## config.mk

```make
export PLATFORM = sky130hd
export DESIGN_NAME = qam16_frame_ctrl
export DESIGN_NICKNAME = d
export VERILOG_FILES = /design/src/rtl/qam16_pkg.sv /design/src/rtl/qam16_nibble_split.sv /design/src/rtl/qam16_frame_ctrl.sv
export SDC_FILE = /design/constraint.sdc
export NUM_CORES = 1
export LEC_CHECK = 0
export BUFFER_PORTS_ARGS = -buffer_cell sky130_fd_sc_hd__buf_2
export CAP_MARGIN = 20
export CORE_MARGIN = 2
export CORE_UTILIZATION = 39
export CTS_CLUSTER_SIZE = 40
export DETAILED_ROUTE_END_ITERATION = 8
export PLACE_DENSITY = 0.58
export SLEW_MARGIN = 20
export SYNTH_ARGS = -nofsm -noshare
export SYNTH_HDL_FRONTEND = slang
export SYNTH_SLANG_ARGS = --single-unit
export TNS_END_PERCENT = 10
```

## constraint.sdc

```tcl
create_clock -name CLK -period 2.9 [get_ports CLK]
set_clock_uncertainty 0.05 [all_clocks]
set_input_delay 0.145 -clock CLK [delete_from_list [all_inputs] [get_ports CLK]]
set_output_delay 0.145 -clock CLK [all_outputs]
set_load 0.1 [all_outputs]
```

## src/rtl/qam16_pkg.sv

```systemverilog
// Shared types and symbol codes for the QAM16 frame controller.
package qam16_pkg;

  typedef enum logic [1:0] {
    StIdle,
    StPreamble,
    StData,
    StDone
  } state_e;

  localparam logic [3:0] PreSymEven      = 4'b0000;
  localparam logic [3:0] PreSymOdd       = 4'b1111;
  localparam logic [3:0] PilotSymDefault = 4'b0000;

endpackage

```

## src/rtl/qam16_nibble_split.sv

```systemverilog
// Byte-to-nibble splitter: the high nibble passes straight through on transfer,
// the low nibble is held until the next slot the controller grants.
module qam16_nibble_split (
  input  logic       clk,
  input  logic       rst_n,
  input  logic       allow,
  input  logic       in_valid,
  input  logic [7:0] in_data,
  output logic       in_ready,
  input  logic       out_ready,
  output logic       out_valid,
  output logic [3:0] out_nibble,
  output logic       out_low
);

  logic [3:0] low_q;
  logic       pend_q;
  logic       fire;
  logic       pop;

  assign in_ready   = allow && !pend_q;
  assign fire       = in_valid && in_ready;
  assign pop        = pend_q && out_ready;
  assign out_valid  = pend_q || fire;
  assign out_low    = pend_q;
  assign out_nibble = pend_q ? low_q : in_data[7:4];

  always_ff @(posedge clk or negedge rst_n) begin
    if (!rst_n) begin
      low_q  <= '0;
      pend_q <= 1'b0;
    end else if (fire) begin
      low_q  <= in_data[3:0];
      pend_q <= 1'b1;
    end else if (pop) begin
      pend_q <= 1'b0;
    end
  end

endmodule

```

## src/rtl/qam16_frame_ctrl.sv

```systemverilog
// Frame sequencer feeding a QAM16 mapper: preamble, then byte nibbles with
// periodic pilot symbols, then a one-cycle done pulse.
module qam16_frame_ctrl
  import qam16_pkg::*;
#(
  parameter int unsigned PRE_LEN      = 8,
  parameter int unsigned PILOT_PERIOD = 16,
  parameter logic [3:0]  PILOT_SYM    = PilotSymDefault
) (
  input  logic       CLK,
  input  logic       RST,
  input  logic       start,
  input  logic [7:0] frame_len,
  input  logic       byte_valid,
  input  logic [7:0] byte_data,
  output logic       byte_ready,
  output logic       valid_o,
  output logic [3:0] data_o,
  output logic       busy,
  output logic       done
);

  localparam logic [7:0] PreLast  = 8'(PRE_LEN - 1);
  localparam logic [7:0] PilotPer = 8'(PILOT_PERIOD);

  state_e     state_q, state_d;
  logic [7:0] len_q, len_d;
  logic [7:0] byte_cnt_q, byte_cnt_d;
  logic [7:0] pre_cnt_q, pre_cnt_d;
  logic [7:0] pil_cnt_q, pil_cnt_d;
  logic       valid_q, valid_d;
  logic [3:0] data_q, data_d;
  logic       busy_q, busy_d;
  logic       done_q, done_d;

  logic       accept;
  logic       in_data;
  logic       pilot_due;
  logic       split_allow;
  logic       split_out_ready;
  logic       split_valid;
  logic       split_low;
  logic [3:0] split_nibble;
  logic       last_low;

  assign accept          = (state_q == StIdle) && start && (frame_len != 8'd0);
  assign in_data         = (state_q == StData);
  assign pilot_due       = in_data && (pil_cnt_q == PilotPer);
  assign split_allow     = in_data && !pilot_due && (byte_cnt_q != len_q);
  assign split_out_ready = in_data && !pilot_due;
  assign last_low        = split_low && (byte_cnt_q == len_q);

  qam16_nibble_split u_split (
    .clk        (CLK),
    .rst_n      (RST),
    .allow      (split_allow),
    .in_valid   (byte_valid),
    .in_data    (byte_data),
    .in_ready   (byte_ready),
    .out_ready  (split_out_ready),
    .out_valid  (split_valid),
    .out_nibble (split_nibble),
    .out_low    (split_low)
  );

  always_ff @(posedge CLK or negedge RST) begin
    if (!RST) begin
      state_q    <= StIdle;
      len_q      <= '0;
      byte_cnt_q <= '0;
      pre_cnt_q  <= '0;
      pil_cnt_q  <= '0;
      valid_q    <= 1'b0;
      data_q     <= '0;
      busy_q     <= 1'b0;
      done_q     <= 1'b0;
    end else begin
      state_q    <= state_d;
      len_q      <= len_d;
      byte_cnt_q <= byte_cnt_d;
      pre_cnt_q  <= pre_cnt_d;
      pil_cnt_q  <= pil_cnt_d;
      valid_q    <= valid_d;
      data_q     <= data_d;
      busy_q     <= busy_d;
      done_q     <= done_d;
    end
  end

  always_comb begin
    state_d = state_q;
    unique case (state_q)
      StIdle:     if (accept) state_d = StPreamble;
      StPreamble: if (pre_cnt_q == PreLast) state_d = StData;
      StData:     if (!pilot_due && split_valid && last_low) state_d = StDone;
      StDone:     state_d = StIdle;
      default:    state_d = StIdle;
    endcase
  end

  // Symbol decided this cycle is registered and seen on data_o next cycle.
  always_comb begin
    len_d      = len_q;
    byte_cnt_d = byte_cnt_q;
    pre_cnt_d  = pre_cnt_q;
    pil_cnt_d  = pil_cnt_q;
    valid_d    = 1'b0;
    data_d     = data_q;
    busy_d     = 1'b0;
    done_d     = 1'b0;
    unique case (state_q)
      StIdle: begin
        if (accept) begin
          len_d      = frame_len;
          byte_cnt_d = '0;
          pre_cnt_d  = '0;
          pil_cnt_d  = '0;
          busy_d     = 1'b1;
        end
      end
      StPreamble: begin
        busy_d    = 1'b1;
        valid_d   = 1'b1;
        data_d    = pre_cnt_q[0] ? PreSymOdd : PreSymEven;
        pre_cnt_d = pre_cnt_q + 8'd1;
      end
      StData: begin
        busy_d = 1'b1;
        if (pilot_due) begin
          valid_d   = 1'b1;
          data_d    = PILOT_SYM;
          pil_cnt_d = '0;
        end else if (split_valid) begin
          valid_d   = 1'b1;
          data_d    = split_nibble;
          pil_cnt_d = pil_cnt_q + 8'd1;
        end
        if (byte_valid && byte_ready) byte_cnt_d = byte_cnt_q + 8'd1;
      end
      StDone: begin
        done_d = 1'b1;
      end
      default: ;
    endcase
  end

  assign valid_o = valid_q;
  assign data_o  = data_q;
  assign busy    = busy_q;
  assign done    = done_q;

endmodule
```

==> impl_metrics.py <==
metrics = {
    "placement": {
        "place_hpwl_microns": 3762,
        "gp_congestion": 0.7845,
        "portBuffers": 27,
    },
    "critical_path": {
        "r2r_setup_slack_ps": 480,
        "crit_required_ps": 2710,
        "r2r_cells": 7,
        "cp.depth": 6,
        "cp-startpoint": "pil_cnt_q[0]",
        "critPathArrivalTime_ps": 2310,
        "cp_cell_sequence": "inv_1 > ha_1 > or4b_4 > o211a_1 > o21a_1 > buf_2",
        "cp-start-kind": "flip-flop",
        "critPathMaxFanout": 10,
        "r2r_end": "byte_cnt_q[7]",
        "critPathCaptureType": "primary output",
        "crit_family": "compound AO/OA/AOI/OAI gates",
        "endpoint": "byte_ready",
        "slowest_delay_ps": 480,
        "worstSetupPathType": "reg2out",
        "cp_num_buf_inv": 2,
        "slowest_stage": "or4b_4",
        "r2r_start": "pil_cnt_q[0]",
    },
    "finish": {
        "nets": 304,
        "fin_util_pct": 45.05,
        "n_antenna_cell": 0,
        "syn2layout_area_growth_pct": 12.64,
        "nFillCells": 618,
        "final_layout_size_suffix_gt1_share_pct": 23.10,
    },
    "floorplan": {
        "initial_utilization_pct": 39.99,
        "design.die.area_sq_um": 7133,
        "num_rows": 29,
        "die_h_microns": 84.46,
        "coreArea_sq_um": 6314,
        "io-pin-count": 28,
        "die_w_microns": 84.46,
    },
    "cts": {
        "root_buffer": "clkbuf_8",
        "worstSkewPairLatency_ps": 300,
        "cts_buffers": 5,
        "clkTransAtPathRegs_ps": 90,
        "cts_tree": "done",
        "h-tree-depth": 2,
        "clkSinkCount": 46,
        "cts_buffer_depth": 2,
        "cts_resized": 0,
    },
    "pwr": {
        "powerDensity_nw_per_um2": 1039,
        "p_leak_nw": 1.231,
        "finalPower_mw": 2.956,
        "ir_drop_v": 0.0007691,
    },
    "detailed_routing": {
        "via_per_inst": 5.503,
        "drt.antenna.violating_nets": 0,
        "wirelength_microns": 5206,
        "wire_per_inst_microns": 14.71,
        "drc_errors": 0,
        "drt-pass1-iter-count": 6,
        "num_vias": 1948,
        "drtIter0Drc": 136,
    },
    "run": {
        "cap_violations": 0,
    },
    "outcome": {
        "status": "completed",
    },
    "timing": {
        "hold_viol": 0,
        "slew_viol_final": 0,
        "period_share_pct": 86.22,
        "relSlewSlack_pct": 60.25,
        "worstMarginPinSlew_ps": 588.5,
        "period_needed_ps": 2500,
        "setup-tns-final_ps": 0,
        "setup_viol": 0,
        "grt_setup_unrepaired": "no",
        "fmax_mhz": 400.0,
        "hold_slack_ps": 24.75,
    },
    "global_routing": {
        "grt_usage_pct": 15.99,
        "grt_max_degree": 47,
        "grt_pass1_wl_microns": 9197,
        "overflow": 0,
        "grt_pass1_vias": 1976,
        "antenna_found_initial": 0,
    },
    "synthesis": {
        "yosysWarnings": 0,
        "ys_seq_elements": 46,
        "synth_nets": 272,
        "yosysSeqAreaShare_pct": 45.59,
        "synth-edff-count": 0,
        "ys_async_sr_fraction_pct": 100.0,
        "ys.flop_type": "dfrtp_1",
        "ys_types": 47,
        "netlist_area_sq_um": 2525,
        "syn_avg_cell_area_sq_um": 10.35,
        "synthCells": 244,
    },
    "hold_path": {
        "hold_depth": 2,
        "hold_path_class": "in2reg",
    },
}
[final cells by class]
type / instances / area, sq um / share of cell area, %
well taps: 77 / 96.34 / 3.388
clock buffers: 5 / 68.82 / 2.420
inverters: 10 / 37.54 / 1.320
clock inverters: 3 / 21.27 / 0.7479
flip-flops and latches: 46 / 1151 / 40.47
repair buffers: 31 / 170.2 / 5.983
multi-input cells: 182 / 1299 / 45.67
[registers in the layout, summed over array words and instances, names as in the netlist]
signal	cells
busy	1
byte_cnt_q	8
data_o	4
done	1
len_q	8
pil_cnt_q	8
pre_cnt_q	8
state_q	2
u_split.low_q	4
u_split.out_low	1
valid_o	1
[power breakdown]
group          switching [mW]  leakage (nW)  internal, mW
Sequential              0.162         0.598         0.842
Clock                   0.227        0.0441         0.170
Combinational           0.983         0.589         0.573
Total                    1.37          1.23          1.58
[cell usage after synthesis, types with 5 or more instances]
library cell,n,share of area (%)
xnor2_1,8,2.8
a21oi_1,11,2.2
mux2i_1,12,4.8
mux2_2,13,5.8
nand2b_1,5,1.2
nor2_1,13,1.9
dfrtp_1,46,46
o21ai_0,18,3.6
o31ai_1,8,2.4
nand2_1,23,3.4
nand3_1,8,1.6
ha_1,8,4.0
inv_1,10,1.5
[worst min-delay path by stage]
| stage | from | to |
|---|---|---|
| 5_1_grt | byte_data[0] | u_split.low_q[0] |
| 3_5_place_dp | byte_data[0] | u_split.low_q[0] |
| 3_3_place_gp | RST | len_q[7] |
| 4_1_cts | RST | len_q[2] |
| 6_report | byte_data[0] | u_split.low_q[0] |
| 2_1_floorplan | RST | busy |
[cells in the final DEF (no fill, tap or decap), drive strengths merged, types with 3 or more instances in the layout]
cell type / instances
a21oi: 12
and2: 5
buf: 30
clkbuf: 5
dfrtp: 46
ha: 8
inv: 10
mux2: 17
mux2i: 12
nand2: 23
nand2b: 5
nand3: 8
nand4: 4
nor2: 13
nor3: 4
o21ai: 23
o31ai: 8
or4: 3
xnor2: 8
[logic make-up (layout without fill, tap and decap cells)]
kind of cell / Yosys count / in the layout / share of synthesized area [%]
AND/OR/NAND/NOR: 75 / 75 / 15.01
AO/OA/AOI/OAI: 62 / 62 / 16.75
flip-flops: 46 / 46 / 45.59
multiplexers: 29 / 29 / 12.93
buffers and inverters: 16 / 49 / 2.973
adder cells (fa/ha/maj): 8 / 8 / 3.964
XOR/XNOR: 8 / 8 / 2.775
[per-stage QoR]
stage                     instance area, sq um  cells  setup slack, ps
after detailed placement                  2741    345            548.6
after global routing                      2844    354            264.9
after global placement                    2741    345            585.1
after CTS                                 2831    353            400.2
after floorplan                           2525    244            713.0
final                                     2844    354            399.7
[repair_timing]
item | in CTS | in global routing
endpoints found under the hold margin | 0 | 46
endpoints found under the setup margin | 0 | 0
hold buffers | 0 | 1
buffers inserted | 0 | 0
[per-layer routing]
layer / wire length [microns] / vias up / track usage [%]
met4: 53 / 0 / 5.339
li1: - / 955 / -
met5: 0 / - / 0
met3: 250 / 6 / 3.835
met2: 2450 / 48 / 25.40
met1: 2451 / 939 / 21.60
Power figures use the tool's default switching activity.
